==> src/rtl/ball_physics_de1soc_if.sv <==
// Signal bundle between the ball engine and its neighbours: frame/serve/paddle in,
// ball position, lives and event pulses out.
interface ball_physics_de1soc_if;
  logic        frame_tick;
  logic        serve;
  logic [15:0] paddle_x;
  logic [15:0] paddle_y;
  logic [15:0] ball_x;
  logic [15:0] ball_y;
  logic [2:0]  lives;
  logic        hit;
  logic        miss;
  logic        game_over;

  modport master (
    output frame_tick, serve, paddle_x, paddle_y,
    input  ball_x, ball_y, lives, hit, miss, game_over
  );

  modport slave (
    input  frame_tick, serve, paddle_x, paddle_y,
    output ball_x, ball_y, lives, hit, miss, game_over
  );
endinterface

==> src/rtl/ball_physics_de1soc.sv <==
// Breakout ball engine: steps the ball once per frame, reflects it off walls,
// ceiling and paddle, and tracks misses and lives.
//
// state | meaning
// IDLE  | ball parked on the paddle, waiting for serve
// PLAY  | ball moving, one step per frame_tick
// MISS  | ball lost, waiting SERVE_FRAMES frames before re-parking
// OVER  | no lives left, waiting for serve to restart
module ball_physics_de1soc #(
  parameter int SCREEN_WIDTH  = 640,
  parameter int SCREEN_HEIGHT = 480,
  parameter int BALL_SIZE     = 8,
  parameter int PADDLE_WIDTH  = 64,
  parameter int SPEED_X       = 2,
  parameter int SPEED_Y       = 2,
  parameter int LIVES         = 3,
  parameter int SERVE_FRAMES  = 60
) (
  input logic                    clk,
  input logic                    rst,
  ball_physics_de1soc_if.slave   bus
);

  typedef enum logic [1:0] {S_IDLE, S_PLAY, S_MISS, S_OVER} state_t;

  localparam int CNT_W = $clog2(SERVE_FRAMES) + 1;
  localparam logic signed [17:0] ZERO  = '0;
  localparam logic signed [17:0] BS    = 18'(BALL_SIZE);
  localparam logic signed [17:0] HBS   = 18'(BALL_SIZE / 2);
  localparam logic signed [17:0] PW    = 18'(PADDLE_WIDTH);
  localparam logic signed [17:0] HPW   = 18'(PADDLE_WIDTH / 2);
  localparam logic signed [17:0] SX    = 18'(SPEED_X);
  localparam logic signed [17:0] SY    = 18'(SPEED_Y);
  localparam logic signed [17:0] X_MAX = 18'(SCREEN_WIDTH - BALL_SIZE);
  localparam logic signed [17:0] Y_MAX = 18'(SCREEN_HEIGHT - BALL_SIZE);

  state_t           state_q, state_d;
  logic [15:0]      ball_x_q, ball_x_d, ball_y_q, ball_y_d;
  logic             vx_neg_q, vx_neg_d, vy_neg_q, vy_neg_d;
  logic [2:0]       lives_q, lives_d;
  logic             hit_q, hit_d, miss_q, miss_d;
  logic [CNT_W-1:0] cnt_q, cnt_d;

  logic signed [17:0] bx, by, px, py, vx, vy, nx, ny;
  logic [15:0]        x_next;
  logic               vxn_next;
  logic               paddle_hit;

  always_comb begin
    bx = $signed({2'b00, ball_x_q});
    by = $signed({2'b00, ball_y_q});
    px = $signed({2'b00, bus.paddle_x});
    py = $signed({2'b00, bus.paddle_y});
    vx = vx_neg_q ? -SX : SX;
    vy = vy_neg_q ? -SY : SY;
    nx = bx + vx;
    ny = by + vy;
    paddle_hit = !vy_neg_q && (by + BS <= py) && (ny + BS >= py) &&
                 (bx + BS > px) && (bx < px + PW);

    x_next   = nx[15:0];
    vxn_next = vx_neg_q;
    if (nx <= ZERO) begin
      x_next   = '0;
      vxn_next = 1'b0;
    end else if (nx >= X_MAX) begin
      x_next   = X_MAX[15:0];
      vxn_next = 1'b1;
    end
  end

  always_comb begin
    state_d  = state_q;
    ball_x_d = ball_x_q;
    ball_y_d = ball_y_q;
    vx_neg_d = vx_neg_q;
    vy_neg_d = vy_neg_q;
    lives_d  = lives_q;
    hit_d    = 1'b0;
    miss_d   = 1'b0;
    cnt_d    = cnt_q;

    unique case (state_q)
      S_IDLE: begin
        ball_x_d = bus.paddle_x + 16'(PADDLE_WIDTH / 2 - BALL_SIZE / 2);
        ball_y_d = bus.paddle_y - 16'(BALL_SIZE);
        if (bus.serve) begin
          state_d  = S_PLAY;
          vx_neg_d = 1'b0;
          vy_neg_d = 1'b1;
        end
      end
      S_PLAY: begin
        if (bus.frame_tick) begin
          if (ny <= ZERO) begin
            ball_x_d = x_next;
            vx_neg_d = vxn_next;
            ball_y_d = '0;
            vy_neg_d = 1'b0;
          end else if (paddle_hit) begin
            // Bounce direction follows which half of the paddle was struck.
            ball_x_d = x_next;
            vx_neg_d = (bx + HBS < px + HPW);
            ball_y_d = bus.paddle_y - 16'(BALL_SIZE);
            vy_neg_d = 1'b1;
            hit_d    = 1'b1;
          end else if (ny >= Y_MAX) begin
            miss_d  = 1'b1;
            lives_d = lives_q - 3'd1;
            if (lives_q == 3'd1) begin
              state_d = S_OVER;
            end else begin
              state_d = S_MISS;
              cnt_d   = CNT_W'(SERVE_FRAMES - 1);
            end
          end else begin
            ball_x_d = x_next;
            vx_neg_d = vxn_next;
            ball_y_d = ny[15:0];
          end
        end
      end
      S_MISS: begin
        if (bus.frame_tick) begin
          if (cnt_q == '0) begin
            state_d = S_IDLE;
          end else begin
            cnt_d = cnt_q - 1'b1;
          end
        end
      end
      S_OVER: begin
        if (bus.serve) begin
          state_d = S_IDLE;
          lives_d = 3'(LIVES);
        end
      end
    endcase
  end

  always_ff @(posedge clk) begin
    if (rst) begin
      state_q  <= S_IDLE;
      ball_x_q <= '0;
      ball_y_q <= '0;
      vx_neg_q <= 1'b0;
      vy_neg_q <= 1'b1;
      lives_q  <= 3'(LIVES);
      hit_q    <= 1'b0;
      miss_q   <= 1'b0;
      cnt_q    <= '0;
    end else begin
      state_q  <= state_d;
      ball_x_q <= ball_x_d;
      ball_y_q <= ball_y_d;
      vx_neg_q <= vx_neg_d;
      vy_neg_q <= vy_neg_d;
      lives_q  <= lives_d;
      hit_q    <= hit_d;
      miss_q   <= miss_d;
      cnt_q    <= cnt_d;
    end
  end

  assign bus.ball_x    = ball_x_q;
  assign bus.ball_y    = ball_y_q;
  assign bus.lives     = lives_q;
  assign bus.hit       = hit_q;
  assign bus.miss      = miss_q;
  assign bus.game_over = (state_q == S_OVER);

endmodule

==> src/flat_wrapper.sv <==
// flat-port wrapper written by rule: the top's interface ports become plain ports
module ball_physics_de1soc_flat 
#(
  parameter int SCREEN_WIDTH  = 640,
  parameter int SCREEN_HEIGHT = 480,
  parameter int BALL_SIZE     = 8,
  parameter int PADDLE_WIDTH  = 64,
  parameter int SPEED_X       = 2,
  parameter int SPEED_Y       = 2,
  parameter int LIVES         = 3,
  parameter int SERVE_FRAMES  = 60
)
  (clk, rst, bus_frame_tick, bus_serve, bus_paddle_x, bus_paddle_y, bus_ball_x, bus_ball_y, bus_lives, bus_hit, bus_miss, bus_game_over);
  ball_physics_de1soc_if bus_i ();
  input logic clk;
  input logic rst;
  input wire logic [$bits(bus_i.frame_tick)-1:0] bus_frame_tick;
  input wire logic [$bits(bus_i.serve)-1:0] bus_serve;
  input wire logic [$bits(bus_i.paddle_x)-1:0] bus_paddle_x;
  input wire logic [$bits(bus_i.paddle_y)-1:0] bus_paddle_y;
  output wire logic [$bits(bus_i.ball_x)-1:0] bus_ball_x;
  output wire logic [$bits(bus_i.ball_y)-1:0] bus_ball_y;
  output wire logic [$bits(bus_i.lives)-1:0] bus_lives;
  output wire logic [$bits(bus_i.hit)-1:0] bus_hit;
  output wire logic [$bits(bus_i.miss)-1:0] bus_miss;
  output wire logic [$bits(bus_i.game_over)-1:0] bus_game_over;
  assign bus_i.frame_tick = bus_frame_tick;
  assign bus_i.serve = bus_serve;
  assign bus_i.paddle_x = bus_paddle_x;
  assign bus_i.paddle_y = bus_paddle_y;
  assign bus_ball_x = bus_i.ball_x;
  assign bus_ball_y = bus_i.ball_y;
  assign bus_lives = bus_i.lives;
  assign bus_hit = bus_i.hit;
  assign bus_miss = bus_i.miss;
  assign bus_game_over = bus_i.game_over;
  ball_physics_de1soc #(.SCREEN_WIDTH(SCREEN_WIDTH), .SCREEN_HEIGHT(SCREEN_HEIGHT), .BALL_SIZE(BALL_SIZE), .PADDLE_WIDTH(PADDLE_WIDTH), .SPEED_X(SPEED_X), .SPEED_Y(SPEED_Y), .LIVES(LIVES), .SERVE_FRAMES(SERVE_FRAMES)) u_core (.clk(clk), .rst(rst), .bus(bus_i));
endmodule
==> config.mk <==
export PLATFORM = sky130hd
export DESIGN_NAME = ball_physics_de1soc_flat
export DESIGN_NICKNAME = d
export VERILOG_FILES = /design/src/rtl/ball_physics_de1soc_if.sv /design/src/rtl/ball_physics_de1soc.sv /design/src/flat_wrapper.sv
export SDC_FILE = /design/constraint.sdc
export NUM_CORES = 1
export LEC_CHECK = 0
export CAP_MARGIN = 10
export CORE_MARGIN = 2
export CORE_UTILIZATION = 30
export CTS_BUF_LIST = sky130_fd_sc_hd__clkbuf_4
export CTS_CLUSTER_DIAMETER = 50
export DETAILED_ROUTE_END_ITERATION = 7
export MAX_ROUTING_LAYER = met4
export PLACE_DENSITY = 0.57
export SETUP_SLACK_MARGIN = 0.02
export SYNTH_ARGS = -nofsm -noshare
export SYNTH_HDL_FRONTEND = slang
export SYNTH_SLANG_ARGS = --single-unit
==> constraint.sdc <==
create_clock -name clk -period 6 [get_ports clk]
set_input_delay 1.2 -clock clk [delete_from_list [all_inputs] [get_ports clk]]
set_output_delay 1.2 -clock clk [all_outputs]
set_load 0.01 [all_outputs]
==> results by stage <==
Outcome:
- The run finished with clean final reports.

Pwr:
- The clock network fraction of design power is 3.9%.
- The switching power is 2.28 mW.
- Combinational cells account for between 80% and 90% of the total power.
- In this run the static leakage power is 3.67 nW.
- In this run the power density over the cells is 458 nW/um^2.
- The maximum resistive drop on vdd is about 0.36 mV.
- The internal cell power is 1.81 mW.
- Net switching is 55.8% of the power.
- The share of power burned in registers is around 15%.
- After layout, the design draws a total of 4.09 mW.

Die:
- In this run the horizontal extent of the chip is 165 um.
- 74 I/O pins were placed.
- The placement row count is 58.
- The area enclosed by the die boundary is between 20000 and 30000 um^2.
- The vertical die dimension is roughly 170 um.
- After floorplanning, the core was sized to cover between 20000 and 30000 um^2.
- The effective utilization at floorplan is 30.8%.

Critical path:
- For flop-to-flop paths, the worst setup slack is 650 ps.
- The launching instance or port of the critical path is u_core.bus.ball_y[1].
- STA puts the critical path data required time at slightly above 6000 ps.
- The nature of the critical path endpoint is a register.
- The cell count of the worst reg-to-reg path is 17.
- Along the worst path, the maximum fanout reaches 23.
- The critical path data arrival time is ~5600 ps.
- The kind of start point of the critical path is a register.
- The worst flop-to-flop path endpoint is u_core.bus.ball_y[11].
- The path type of the worst setup path is register to register.
- The startpoint of the most critical register-to-register path is u_core.bus.ball_y[1].

Placement:
- The congestion estimate from routability-driven global placement came to 0.914.
- The number of placed instances, taps included is between 1000 and 1500.
- The worst setup slack before clock tree synthesis is 585 ps.
- During placement, the flow inserted port buffers numbering 73.
- Once detailed placement completed, the half-perimeter wirelength came to just under 20000 um.

STA:
- The maximum clock rate is around 190 MHz.
- In the finished design, the share of the clock period the worst path needs comes to 89.1%.
- For the pin with the worst max-slew slack, the measured transition is 1150 ps.
- In this run the tightest slew margin relative to its limit is 23.3%.
- The setup TNS is 0 ps.
- Setup violations remaining at the end of the flow were counted as 0.
- After layout, the worst setup slack is 654 ps.
- The number of pins with negative max-slew slack in the final report was 0.
- The largest clock skew in the final design is 20.3 ps.
- The final hold violation count is 0.
- The smallest clock period supported by the final layout is computed as 5350 ps.
- Setup repair after global routing left no endpoint under its margin.

CTS:
- CTS built an H-tree with a depth of 2.
- The number of buffers inserted to repair setup after CTS is 0.
- In this run the clock root is driven by a sky130_fd_sc_hd__clkbuf_4.
- The maximum number of buffers from clock root to sink is 2.
- The source-to-sink clock delay at the later pin of the worst-skew pair is about 400 ps.
- The clock buffer count from CTS is 5.
- The TritonCTS sink count is 48.
- The clock-pin slew on the worst setup and hold paths is approximately 160 ps.
- The number of cells upsized or downsized after cts is 0.
- Buffers inserted to repair hold after CTS numbered 0.
- TritonCTS built the clock tree.

Drt:
- The routed wire length is 24800 um.
- The routed layout has between 7000 and 8000 vias.
- For this run, design rule violations remaining after detail routing come to 0.
- The routed wirelength normalized by instance count is about 18 um.
- The first-pass iteration count of the detailed router is 6.
- The routed via count divided by cell count is 5.57.
- The count of nets left with antenna violations once routing finished came out at 0.
- The number of violations reported at the end of detailed-routing iteration 0 is ~500.

Synthesis:
- The share of synthesized area in the top cell type comes to between 10% and 20%.
- After synthesis, the share of flip-flops with an asynchronous set or reset is 0%.
- The number of distinct library cell variants in the gate-level netlist after synthesis is between 90 and 100.
- The number of synthesized flops with an enable pin is 0.
- The number of standard cells after synthesis is 1029.
- The predominant post-synthesis flop cell is sky130_fd_sc_hd__dfxtp_1.
- Counting flops and latches in the post-synthesis netlist gives 48.
- The average size of a mapped cell is approximately 7.6 um^2.
- Ranked by total cell area, the synthesized netlist is headed by sky130_fd_sc_hd__ha_1 19%, sky130_fd_sc_hd__dfxtp_1 12%, sky130_fd_sc_hd__xnor2_1 9.8%, sky130_fd_sc_hd__a21oi_1 4.4%, sky130_fd_sc_hd__nand2_1 3.8%.
- Of all cell types, the one taking the most synthesized area is sky130_fd_sc_hd__ha_1.
- Synthesis produced a netlist with a net count of 1184.
- The mapped netlist covers 7790 um^2.
- The number of warning messages in the yosys log is 0.
- For this run, the register share of the synthesized area comes to 12.3%.

GRT:
- The global-route wire length before repair is 39300 um.
- The initial antenna violation count is 1.
- The overall global routing resource usage is 18.6%.
- The total overflow left after global routing is 0.
- The via count of the first global-routing pass came to 7449.
- The pin count of the biggest net entering global routing is 27.

Final layout:
- Of the cells placed in the final design, the portion with a size suffix greater than 1 is 6.26%.
- The finished layout holds 1417 standard cells, fillers aside.
- Compared with the post-synthesis result, the final layout area differs by 14.6%.
- The library cells used most frequently in the layout, excluding fill and tap cells, are 117 x sky130_fd_sc_hd__ha_1, 87 x sky130_fd_sc_hd__xnor2_1, 78 x sky130_fd_sc_hd__nand2_1.
- The final net count is between 1000 and 1500.
- The fill cell total of the finished layout is 2707.
- The most common cell after layout, fill and taps aside is sky130_fd_sc_hd__ha_1.

Worst hold path:
- The worst hold path terminates at u_core.cnt_q[5].
- In this run the most critical hold path is launched from u_core.cnt_q[5].
- The cell count of the worst hold path is 2.
- The min-delay analysis places its worst path in the category register to register.

Run:
- The max-cap check violation count is 0.
## worst max-delay path by stage
| stage | end | slack [ps] | cells after the start |
|---|---|---|---|
| floorplan | u_core.bus.ball_y[14] | 1360 | 20 |
| global placement | u_core.bus.ball_x[4] | 660 | 15 |
| detailed placement | u_core.bus.ball_y[5] | 580 | 15 |
| CTS | u_core.bus.ball_y[11] | 680 | 17 |
| global route | u_core.bus.ball_y[5] | 190 | 17 |
| finish | u_core.bus.ball_y[11] | 650 | 17 |
## logic make-up (layout without fill, tap and decap cells)
group / after synthesis / count (layout) / synth area share [%]
other: 0 / 1 / 0
multiplexers: 4 / 4 / 0.530
AO/OA/AOI/OAI: 303 / 303 / 27.8
flip-flops: 48 / 48 / 12.3
buffers and inverters: 113 / 170 / 5.83
XOR/XNOR: 103 / 103 / 11.7
adder cells (fa/ha/maj): 119 / 119 / 19.3
AND/OR/NAND/NOR: 339 / 339 / 22.5
## registers in the layout, summed over array words and instances (netlist names)
name / count
u_core.bus.ball_x: 16
u_core.bus.ball_y: 16
u_core.bus.hit: 1
u_core.bus.lives: 3
u_core.bus.miss: 1
u_core.cnt_q: 7
u_core.state_q: 2
u_core.vx_neg_q: 1
u_core.vy_neg_q: 1
## cell type report
type                            instances  area (um^2)  share of cell area, %
Tap cell                              330          413                   4.62
Timing Repair Buffer                   87          836                   9.35
Clock buffer                            6         45.0                  0.504
Sequential cell                        48          961                   10.8
Antenna cell                            1         2.50                 0.0280
Clock inverter                          2         11.3                  0.126
Inverter                               75          282                   3.15
Multi-Input combinational cell        868         6390                   71.5
## Yosys cell counts (5+ instances only)
library cell / instances
sky130_fd_sc_hd__buf_2: 9
sky130_fd_sc_hd__inv_1: 74
sky130_fd_sc_hd__nor3_1: 21
sky130_fd_sc_hd__o31ai_1: 23
sky130_fd_sc_hd__o211ai_1: 12
sky130_fd_sc_hd__o21a_1: 15
sky130_fd_sc_hd__o21ai_0: 38
sky130_fd_sc_hd__a21o_1: 23
sky130_fd_sc_hd__a21oi_1: 69
sky130_fd_sc_hd__a211oi_1: 17
sky130_fd_sc_hd__and2_1: 7
sky130_fd_sc_hd__nand4_1: 24
sky130_fd_sc_hd__xor2_1: 15
sky130_fd_sc_hd__and3_1: 10
sky130_fd_sc_hd__o32ai_1: 5
sky130_fd_sc_hd__nor4_1: 12
sky130_fd_sc_hd__nand3_1: 50
sky130_fd_sc_hd__xnor2_1: 87
sky130_fd_sc_hd__clkbuf_1: 26
sky130_fd_sc_hd__nand2b_1: 7
sky130_fd_sc_hd__nor2_1: 76
sky130_fd_sc_hd__ha_1: 117
sky130_fd_sc_hd__and4_1: 9
sky130_fd_sc_hd__dfxtp_1: 48
sky130_fd_sc_hd__a31oi_1: 12
sky130_fd_sc_hd__nor2b_1: 11
sky130_fd_sc_hd__a21oi_2: 14
sky130_fd_sc_hd__o311ai_0: 6
sky130_fd_sc_hd__or2_2: 5
sky130_fd_sc_hd__a211o_1: 9
sky130_fd_sc_hd__o21ai_1: 5
sky130_fd_sc_hd__nand2_1: 78
## per-stage QoR
step | util [%] | hold WS [ps] | instance area, um^2
floorplan | - | 449 | 7790
global placement | 35.1 | 470 | 8880
detailed placement | 35.1 | 477 | 8880
CTS | 35.3 | 497 | 8930
global route | 35.3 | 511 | 8940
finish | 35.3 | 499 | 8940
## critical path: stages, from the launching register on
cell	delay (ps)
sky130_fd_sc_hd__dfxtp_1	540
sky130_fd_sc_hd__inv_1	170
sky130_fd_sc_hd__fa_1	510
sky130_fd_sc_hd__nand2b_1	220
sky130_fd_sc_hd__a21oi_2	220
sky130_fd_sc_hd__o21ai_1	150
sky130_fd_sc_hd__a221oi_2	550
sky130_fd_sc_hd__nor2b_1	310
sky130_fd_sc_hd__nand2_1	100
sky130_fd_sc_hd__xnor2_1	130
sky130_fd_sc_hd__ha_1	310
sky130_fd_sc_hd__nand4_1	90
sky130_fd_sc_hd__a211o_1	260
sky130_fd_sc_hd__o21a_1	200
sky130_fd_sc_hd__nand3_1	210
sky130_fd_sc_hd__a311oi_4	140
sky130_fd_sc_hd__nor2_2	880
sky130_fd_sc_hd__a31oi_1	160
## per-layer routing
| layer | part of all wire, % | GRT usage [%] |
|---|---|---|
| met2 | 46 | 30.8 |
| met4 | 2.0 | 4.66 |
| met1 | 47 | 24.5 |
| met5 | 0 | - |
| met3 | 4.9 | 1.67 |
## power groups by stage
stage	logic, mW	clock network, mW	registers (mW)
after global placement	3.27	0	0.609
after floorplan	2.44	0	0.558
final	3.33	0.161	0.605
after CTS	3.31	0.167	0.602
after detailed placement	3.28	0	0.610
after global routing	3.72	0.178	0.621
(Power assumes the default switching activity.)
